File: src/rtl/matrix_loader.sv
// matrix_loader: fetches one BANDWIDTH-word chunk of Q2.14 weights from a
// single-port weight SRAM for the matvec multiplier and holds it stable
// after handing it over.
// Optional build macro MATRIX_LOADER_OOB_ERR_EN adds the sticky addr_error
// output that flags requests whose chunk runs past the end of the matrix.
module matrix_loader #(
    parameter int MAX_ROWS     = 64,
    parameter int MAX_COLS     = 64,
    parameter int BANDWIDTH    = 16,
    parameter int DATA_WIDTH   = 16,
    parameter int SRAM_LATENCY = 1,
    localparam int ADDR_W      = $clog2(MAX_ROWS * MAX_COLS)
) (
    input  logic                         clk,
    input  logic                         rst_n,
    input  logic                         matrix_enable,
    input  logic [ADDR_W-1:0]            matrix_addr,
    output logic signed [DATA_WIDTH-1:0] matrix_data [0:BANDWIDTH-1],
    output logic                         matrix_ready,
    output logic [ADDR_W-1:0]            sram_addr,
    output logic                         sram_en,
    input  logic [DATA_WIDTH-1:0]        sram_rdata,
`ifdef MATRIX_LOADER_OOB_ERR_EN
    output logic                         addr_error,
`endif
    output logic                         busy
);

    localparam int SUM_W = ADDR_W + 1;
    localparam int IDX_W = (BANDWIDTH > 1) ? $clog2(BANDWIDTH) : 1;
    localparam logic [IDX_W-1:0] LAST_IDX  = IDX_W'(BANDWIDTH - 1);
    localparam logic [SUM_W-1:0] LAST_ADDR = SUM_W'(MAX_ROWS * MAX_COLS - 1);

    localparam logic [2:0] S_IDLE  = 3'd0;
    localparam logic [2:0] S_ISSUE = 3'd1;
    localparam logic [2:0] S_FILL  = 3'd2;
    localparam logic [2:0] S_READY = 3'd3;
    localparam logic [2:0] S_DRAIN = 3'd4;

    logic [2:0]        state;
    logic [ADDR_W-1:0] base;
    logic [IDX_W-1:0]  issue_cnt;

    logic [ADDR_W-1:0] issue_base;
    logic [IDX_W-1:0]  issue_k;
    logic [SUM_W-1:0]  issue_sum;
    logic              issue_oob;
    logic              do_issue;

    // In-flight tags: stage 0 lines up with the registered sram_en, stage
    // SRAM_LATENCY lines up with the returning sram_rdata word.
    logic              pipe_v   [0:SRAM_LATENCY];
    logic [IDX_W-1:0]  pipe_idx [0:SRAM_LATENCY];
    logic              pipe_oob [0:SRAM_LATENCY];
    logic              pipe_busy;
    logic              capture_ok;
    logic              last_capture;

    assign busy = (state != S_IDLE);

    // Pick the slot issued at this edge; the accepting edge in IDLE issues
    // word 0 straight from the live request address.
    always_comb begin
        issue_base = base;
        issue_k    = issue_cnt;
        if (state == S_IDLE) begin
            issue_base = matrix_addr;
            issue_k    = '0;
        end
        issue_sum = {1'b0, issue_base} + SUM_W'(issue_k);
        issue_oob = (issue_sum > LAST_ADDR);
        do_issue  = matrix_enable && ((state == S_IDLE) || (state == S_ISSUE));
    end

    // Returning words are only kept while the request is still live, so an
    // abort or a drain discards them without touching matrix_data.
    always_comb begin
        pipe_busy = 1'b0;
        for (int i = 0; i <= SRAM_LATENCY; i++) begin
            pipe_busy = pipe_busy | pipe_v[i];
        end
        capture_ok   = pipe_v[SRAM_LATENCY] && matrix_enable &&
                       ((state == S_ISSUE) || (state == S_FILL));
        last_capture = capture_ok && (pipe_idx[SRAM_LATENCY] == LAST_IDX);
    end

    // Request sequencing: accept, issue, wait for the last word, hand over,
    // and drain outstanding reads after an abort.
    always_ff @(posedge clk or negedge rst_n) begin
        if (!rst_n) begin
            state        <= S_IDLE;
            base         <= '0;
            issue_cnt    <= '0;
            matrix_ready <= 1'b0;
        end else begin
            case (state)
                S_IDLE: begin
                    if (matrix_enable) begin
                        base      <= matrix_addr;
                        issue_cnt <= issue_k + 1'b1;
                        state     <= (issue_k == LAST_IDX) ? S_FILL : S_ISSUE;
                    end
                end
                S_ISSUE: begin
                    if (!matrix_enable) begin
                        state <= S_DRAIN;
                    end else begin
                        issue_cnt <= issue_cnt + 1'b1;
                        if (issue_cnt == LAST_IDX) begin
                            state <= S_FILL;
                        end
                    end
                end
                S_FILL: begin
                    if (!matrix_enable) begin
                        state <= S_DRAIN;
                    end else if (last_capture) begin
                        matrix_ready <= 1'b1;
                        state        <= S_READY;
                    end
                end
                S_READY: begin
                    if (!matrix_enable) begin
                        matrix_ready <= 1'b0;
                        state        <= S_IDLE;
                    end
                end
                S_DRAIN: begin
                    if (!pipe_busy) begin
                        state <= S_IDLE;
                    end
                end
                default: begin
                    matrix_ready <= 1'b0;
                    state        <= S_IDLE;
                end
            endcase
        end
    end

    // SRAM strobe and address; out-of-range slots keep the strobe low.
    always_ff @(posedge clk or negedge rst_n) begin
        if (!rst_n) begin
            sram_en   <= 1'b0;
            sram_addr <= '0;
        end else begin
            sram_en <= do_issue && !issue_oob;
            if (do_issue) begin
                sram_addr <= issue_sum[ADDR_W-1:0];
            end
        end
    end

    // Tag pipe: every issue slot, in range or not, travels down the pipe so
    // zero-filled words land on the same edge a real read would.
    always_ff @(posedge clk or negedge rst_n) begin
        if (!rst_n) begin
            for (int i = 0; i <= SRAM_LATENCY; i++) begin
                pipe_v[i]   <= 1'b0;
                pipe_idx[i] <= '0;
                pipe_oob[i] <= 1'b0;
            end
        end else begin
            pipe_v[0]   <= do_issue;
            pipe_idx[0] <= issue_k;
            pipe_oob[0] <= issue_oob;
            for (int i = 1; i <= SRAM_LATENCY; i++) begin
                pipe_v[i]   <= pipe_v[i-1];
                pipe_idx[i] <= pipe_idx[i-1];
                pipe_oob[i] <= pipe_oob[i-1];
            end
        end
    end

    // Chunk storage; only written by a live capture so the multiplier can
    // keep reading it after it drops enable.
    always_ff @(posedge clk or negedge rst_n) begin
        if (!rst_n) begin
            for (int i = 0; i < BANDWIDTH; i++) begin
                matrix_data[i] <= '0;
            end
        end else if (capture_ok) begin
            matrix_data[pipe_idx[SRAM_LATENCY]] <=
                pipe_oob[SRAM_LATENCY] ? '0 : $signed(sram_rdata);
        end
    end

`ifdef MATRIX_LOADER_OOB_ERR_EN
    logic [SUM_W-1:0] span_end;
    assign span_end = {1'b0, matrix_addr} + SUM_W'(BANDWIDTH - 1);

    // Sticky range flag, refreshed by every accepted request.
    always_ff @(posedge clk or negedge rst_n) begin
        if (!rst_n) begin
            addr_error <= 1'b0;
        end else if ((state == S_IDLE) && matrix_enable) begin
            addr_error <= (span_end > LAST_ADDR);
        end
    end
`endif

endmodule

File: config.mk
export PLATFORM = sky130hd
export DESIGN_NAME = matrix_loader
export DESIGN_NICKNAME = d
export VERILOG_FILES = /design/src/rtl/matrix_loader.sv
export SDC_FILE = /design/constraint.sdc
export NUM_CORES = 1
export LEC_CHECK = 0
export CAP_MARGIN = 40
export CORE_MARGIN = 1
export CORE_UTILIZATION = 46
export DETAILED_ROUTE_END_ITERATION = 16
export PLACE_DENSITY = 0.79
export REMOVE_ABC_BUFFERS = 1
export SYNTH_ARGS = -nofsm -noshare
export SYNTH_HDL_FRONTEND = slang
export SYNTH_SLANG_ARGS = --single-unit
export TNS_END_PERCENT = 30
File: constraint.sdc
create_clock -name clk -period 3.87 [get_ports clk]
set_clock_uncertainty 0.2 [all_clocks]
set_input_delay 0.774 -clock clk [delete_from_list [all_inputs] [get_ports clk]]
set_output_delay 0.774 -clock clk [all_outputs]
set_load 0.02 [all_outputs]
; ---- Word level (Yosys, flattened, before mapping)
; Cells that the tools add are included.
[classes]
n_mux = 22
add_sub_neg = 3
n_eq_ne = 15
magnitude_cmp = 3
n_bitwise = 3
n_reduce_logical = 17
[op_table]
columns = op, count
row1 = bitwise mux 256 bit, 1
row2 = demux 16 bit (select 4 bit), 1
row3 = two-way mux 16 bit, 2
row4 = two-way mux 3 bit, 7
row5 = one-hot mux 3 bit (5 select lines), 1
row6 = adder 12 x 4 -> 13 bit, 1
row7 = "> comparator 13 x 12 -> 1 bit, second input constant", 1
row8 = "== test 4 bit, second input constant", 3
row9 = two-way mux 12 bit, 1
row10 = two-way mux 4 bit, 3
row11 = "inequality test 2 bit, second input constant", 6
row12 = "adder 4 x 1 -> 4 bit, second input constant", 2
row13 = one-hot mux 4 bit (2 select lines), 1
row14 = "== test 3 x 2 -> 1 bit, second input constant", 2
row15 = logical AND 1 bit, 6
row16 = ">= comparator 5 bit, second input constant", 1
row17 = "< comparator 5 x 1 -> 1 bit, second input constant", 1
row18 = inverter 4 -> 5 bit, 1
row19 = AND reduction 5 bit, 1
row20 = AND reduction 4 bit, 1
row21 = "== test 3 x 1 -> 1 bit, second input constant", 1
row22 = "== test 3 bit, second input constant", 1
row23 = logical NOT 3 bit, 1
row24 = two-way mux 1 bit, 3
row25 = 13 further kinds, 14
[totals]
reg_bits = 301
in_bits = 31
output_inout_bits = 271

; ---- Longest topological paths before layout
[depth]
ltp_word = 7
ltp_mapped = 14
mapped_depth_nobuf = 11

; ---- Least setup slack after synthesis
; Ideal clock, no wire load.
[synth_timing]
path_type = register to register
start = reg state[2]
end = reg sram_en
path_buffers = 2
arrival_time_ns = 3.133
path_stages_with_launch = 13
slack_ns = 0.407
cell_sequence = dfrtp_1 -> nor3_1 -> inv_2 -> buf_1 -> clkbuf_1 -> and2_1 -> ha_1 -> inv_1 -> fa_1 -> a2111oi_2 -> o22ai_1 -> nor3_1 -> nor2_1
[synth_via]
elab_chain_cells = 6
word_cells_on_any_way = 10
cone_classes = 1 x add/sub / 1 x order compare / 1 x eq/ne / 2 x mux / 5 x reduce/logical
[synth_rtl]
columns = item, line_no
row1 = "start, declared", 40  ; logic [2:0] state;
row2 = "start signal, assigned", 101  ; state <= (issue_k == LAST_IDX) ? S_FILL : S_ISSUE;
row3 = logical NOT 3 bit, 66  ; if (state == S_IDLE) begin
row4 = two-way mux 4 bit, 66
row5 = via issue_k[0], 45  ; logic [IDX_W-1:0] issue_k;
row6 = adder 12 x 4 -> 13 bit, 70  ; issue_sum = {1'b0, issue_base} + SUM_W'(issue_k);
row7 = > comparator 13 x 12 -> 1 bit, 71  ; issue_oob = (issue_sum > LAST_ADDR);
row8 = via issue_oob, 47  ; logic issue_oob;
row9 = logical NOT 1 bit, 147  ; sram_en <= do_issue && !issue_oob;
row10 = logical AND 1 bit, 147
row11 = "end signal, assigned", 147
row12 = "end, declared", 21  ; output logic sram_en,
; The timed path passes the listed nets, and every way through them passes these cells.
; A chain may end at the register's enable or synchronous reset.

; ---- Worst setup path in the final report
[layout_timing]
start = reg state[1]
end = reg sram_en
[layout_via]
elab_chain_cells = 6
word_cells_on_any_way = 10
cone_classes = 1 x add/sub / 1 x order compare / 1 x eq/ne / 2 x mux / 5 x reduce/logical
[layout_rtl]
columns = item, line_no
row1 = logical NOT 3 bit *, 66
row2 = two-way mux 12 bit or two-way mux 4 bit (tied branches), 66
row3 = adder 12 x 4 -> 13 bit *, 70
row4 = > comparator 13 x 12 -> 1 bit *, 71
row5 = via issue_oob, 47
row6 = logical NOT 1 bit *, 147
row7 = logical AND 1 bit *, 147
; The timed path passes the listed nets; every way through them passes the cells marked *.

==> metrics.md <==
| Metric | Value |
|---|---|
| Status | completed |
| Met3 GRT Util | 5.75% |
| End of the worst register-to-register path | sram_en |
| Top area cells in the synthesized netlist | dfrtp_1, mux2_2, o21ai_0 |
| Drt first-iter violations | 567 |
| Number of antenna violations at the first check in global routing | 0 |
| Std-Cell Rows | 57 |
| Worst R2R Path Depth | 10 |
| Maximum root-to-sink buffer count | 3 |
| Port Buffers | 301 |
| Post-DP HPWL | 21700 um |
| R2R Path Start | state[1] |
| Die area | 0.0260 mm2 |
| Async SR Flop Fraction | 100% |
| CTS sink count | 301 |
| GP Congestion | 0.857 |
| Clock root buffer | clkbuf_16 |
| Synth top cells by count | dfrtp_1, nand2_1, o21ai_0 |
| Setup TNS | 0 ns |
| Final setup viols | 0 |
| Required @ worst endpoint | 4.10 ns |
| Initial core utilization | 47.4% |
| Chip width | 161 um |
| Clock transition at path regs | 0.06 ns |
| Mapped cell area | 0.0117 mm2 |
| Routed vias | 8503 |
| Hold Violations, Final | 0 |
| Hold buffer count at cts | 0 |
| CP Data Arrival Time | 3.49 ns |
| Max Cap Violations | 0 |
| GRT Residual Overflow | 0 |
| Fin. max-slew vios | 0 |
| CP Max Fanout | 15 |
| CP max stage cell | a2111oi_2 |
| # DRC | 0 |
| CP Cell Sequence | nor3_1 > buf_4 > inv_2 > buf_4 > nand2_1 > fa_1 > a2111oi_2 > o22ai_1 > nor3_1 > nor2_1 |
| Max IR drop VDD | 0.435 mV |
| CP Class | flip-flop to flip-flop |
| Wirelength per Cell | 19.5 um |
| Crit. End Element | flip-flop |
| Worst Max-Slew Pin Slew | 0.739 ns |
| H-tree depth | 1 |
| Nets | 1332 |
| Synth cell types | 44 |
| Seq/Total Area, Yosys | 64.6% |
| DRT Wirelength | 31900 um |
| Mapped Avg Cell Area | 11.6 um2 |
| Post-DRT Antenna Nets | 0 |
| Vias in the first global route | 8484 |
| Area delta synth->final | 38.1% |
| Setup ws final | 0.614 ns |
| Slowest cell delay on critical path | 0.50 ns |
| Achievable frequency | 307 MHz |
| Share of the synthesized area in the top cell type | 64.6% |
| Post-synth EDFFs | 0 |
| Final critical-path required period | 3.26 ns |
| Placement Setup Slack | 0.456 ns |
| Hold crit path type | input pin to async pin |
| Reg2Reg Setup Slack | 0.61 ns |
| Synthesized flop and latch total | 301 |
| Largest net degree at the start of global routing | 93 |
| Period utilisation layout | 84.1% |
| Busiest grt layer | met2 |
| CTS tree | done |
| Unrepaired setup endpoints after global routing | no |
| IO Pins | 302 |
| Via density per instance | 5.18 |
| Drt pass-1 iters | 7 |
| Synth area leader | dfrtp_1 |
| Total track usage | 25.0% |
| Post-CTS Setup Inserts | 0 |
| Core Box Area | 0.0246 mm2 |
| Share of layout cells above drive strength 1 | 14.4% |
| Ant diodes | 0 |
| Startpoint types | flip-flop |
| Clk_lat worst skew | 0.55 ns |
| Post-synthesis cell count | 1002 |
| Clock buffer count from CTS | 31 |
| First-pass GRT wire length | 50000 um |
| Post-CTS resize count | 0 |
| Leak Pwr | 0.00728 uW |
| Slew margin rel. | 50.7% |
| Most frequently used flop master after synthesis | dfrtp_1 |
| GR Util met1 | 32.8% |
| Die H | 161 um |
| Pwr/cell area | 584 mW/mm2 |
| Met2 global-route usage | 40.8% |
| Count leader, synth | dfrtp_1 |
| Ys Warns | 0 |
## cells in the final DEF, fill, tap and decap left out, drive strengths merged, types with 5 or more instances in the layout
master and count:
nor2 8, clkdlybuf4s50 300, dfrtp 301, nand2 203
nor2b 18, ha 5, clkinv 6, mux2 110
mux2i 9, nand2b 17, o21ai 175, xnor2 6
xor2 5, and2 6, inv 13, nor3 5
a21oi 9, clkbuf 45, buf 27, nand3 14
## power breakdown
group          switching [uW]  leakage (uW)  internal, uW  total, uW
registers                 334       0.00408          3650       3980
clock network            1210      0.000512          1800       3010
logic                    1230       0.00269          1180       2410
total                    2770       0.00728          6630       9400
## final cells by class
type / count / area [um2]
timing repair buffer: 327 / 3260
inverter: 12 / 45.0
multi-input combinational: 622 / 3820
clock buffer: 45 / 898
clock inverter: 11 / 144
tap: 324 / 405
fill: 1884 / 8500
sequential: 301 / 7530
## routing by layer
layer	wire, um	up-vias
li1	-	3971
met1	13300	4175
met2	15500	290
met3	2050	67
met4	1160	0
met5	0	-
## worst max path at each step
stage                   start            to  depth (start not counted)
2_1_floorplan        state[0]  sram_addr[9]                          9
3_3_place_gp   matrix_addr[0]       sram_en                         10
3_5_place_dp   matrix_addr[0]       sram_en                         10
4_1_cts              state[1]       sram_en                         10
5_1_grt              state[1]       sram_en                         10
6_report             state[1]       sram_en                         10
## flip-flops by register name, indices dropped and copies added, names as in the netlist
signal,cells
sram_en,1
pipe_idx,8
sram_addr,12
state,3
pipe_oob,2
base,12
pipe_v,2
issue_cnt,4
matrix_ready,1
matrix_data,256
## per-stage QoR
stage          utilization (%)  hold slack, ns  instance area (um2)  instances  total power [uW]
6_report                  65.5          0.0233                16100       1642              9400
5_1_grt                   65.5          0.0766                16100       1642              9790
4_1_cts                   65.5          0.0602                16100       1642              9480
3_5_place_dp              61.2           0.135                15100       1586              6440
3_3_place_gp              61.1           0.135                15000       1585              6380
2_1_floorplan                -           0.131                11400        935              5180
## worst max-delay path, delay by kind of cell (launching register included)
family	cells	cell delay [ns]
adder cells (fa/ha/maj)	1	0.48
buffers and inverters	3	0.68
AND/OR/NAND/NOR	4	0.56
AO/OA/AOI/OAI	2	0.72
flip-flops	1	0.48
## cells by family after synthesis
family / after synthesis / share of synthesized area (%)
simple gates: 287 / 10.9
compound gates: 199 / 8.95
buf+inv: 79 / 2.66
mux: 119 / 11.4
xor+xnor: 11 / 0.826
flops: 301 / 64.6
fa+ha+maj: 6 / 0.708
Power figures use the tool's default switching activity.
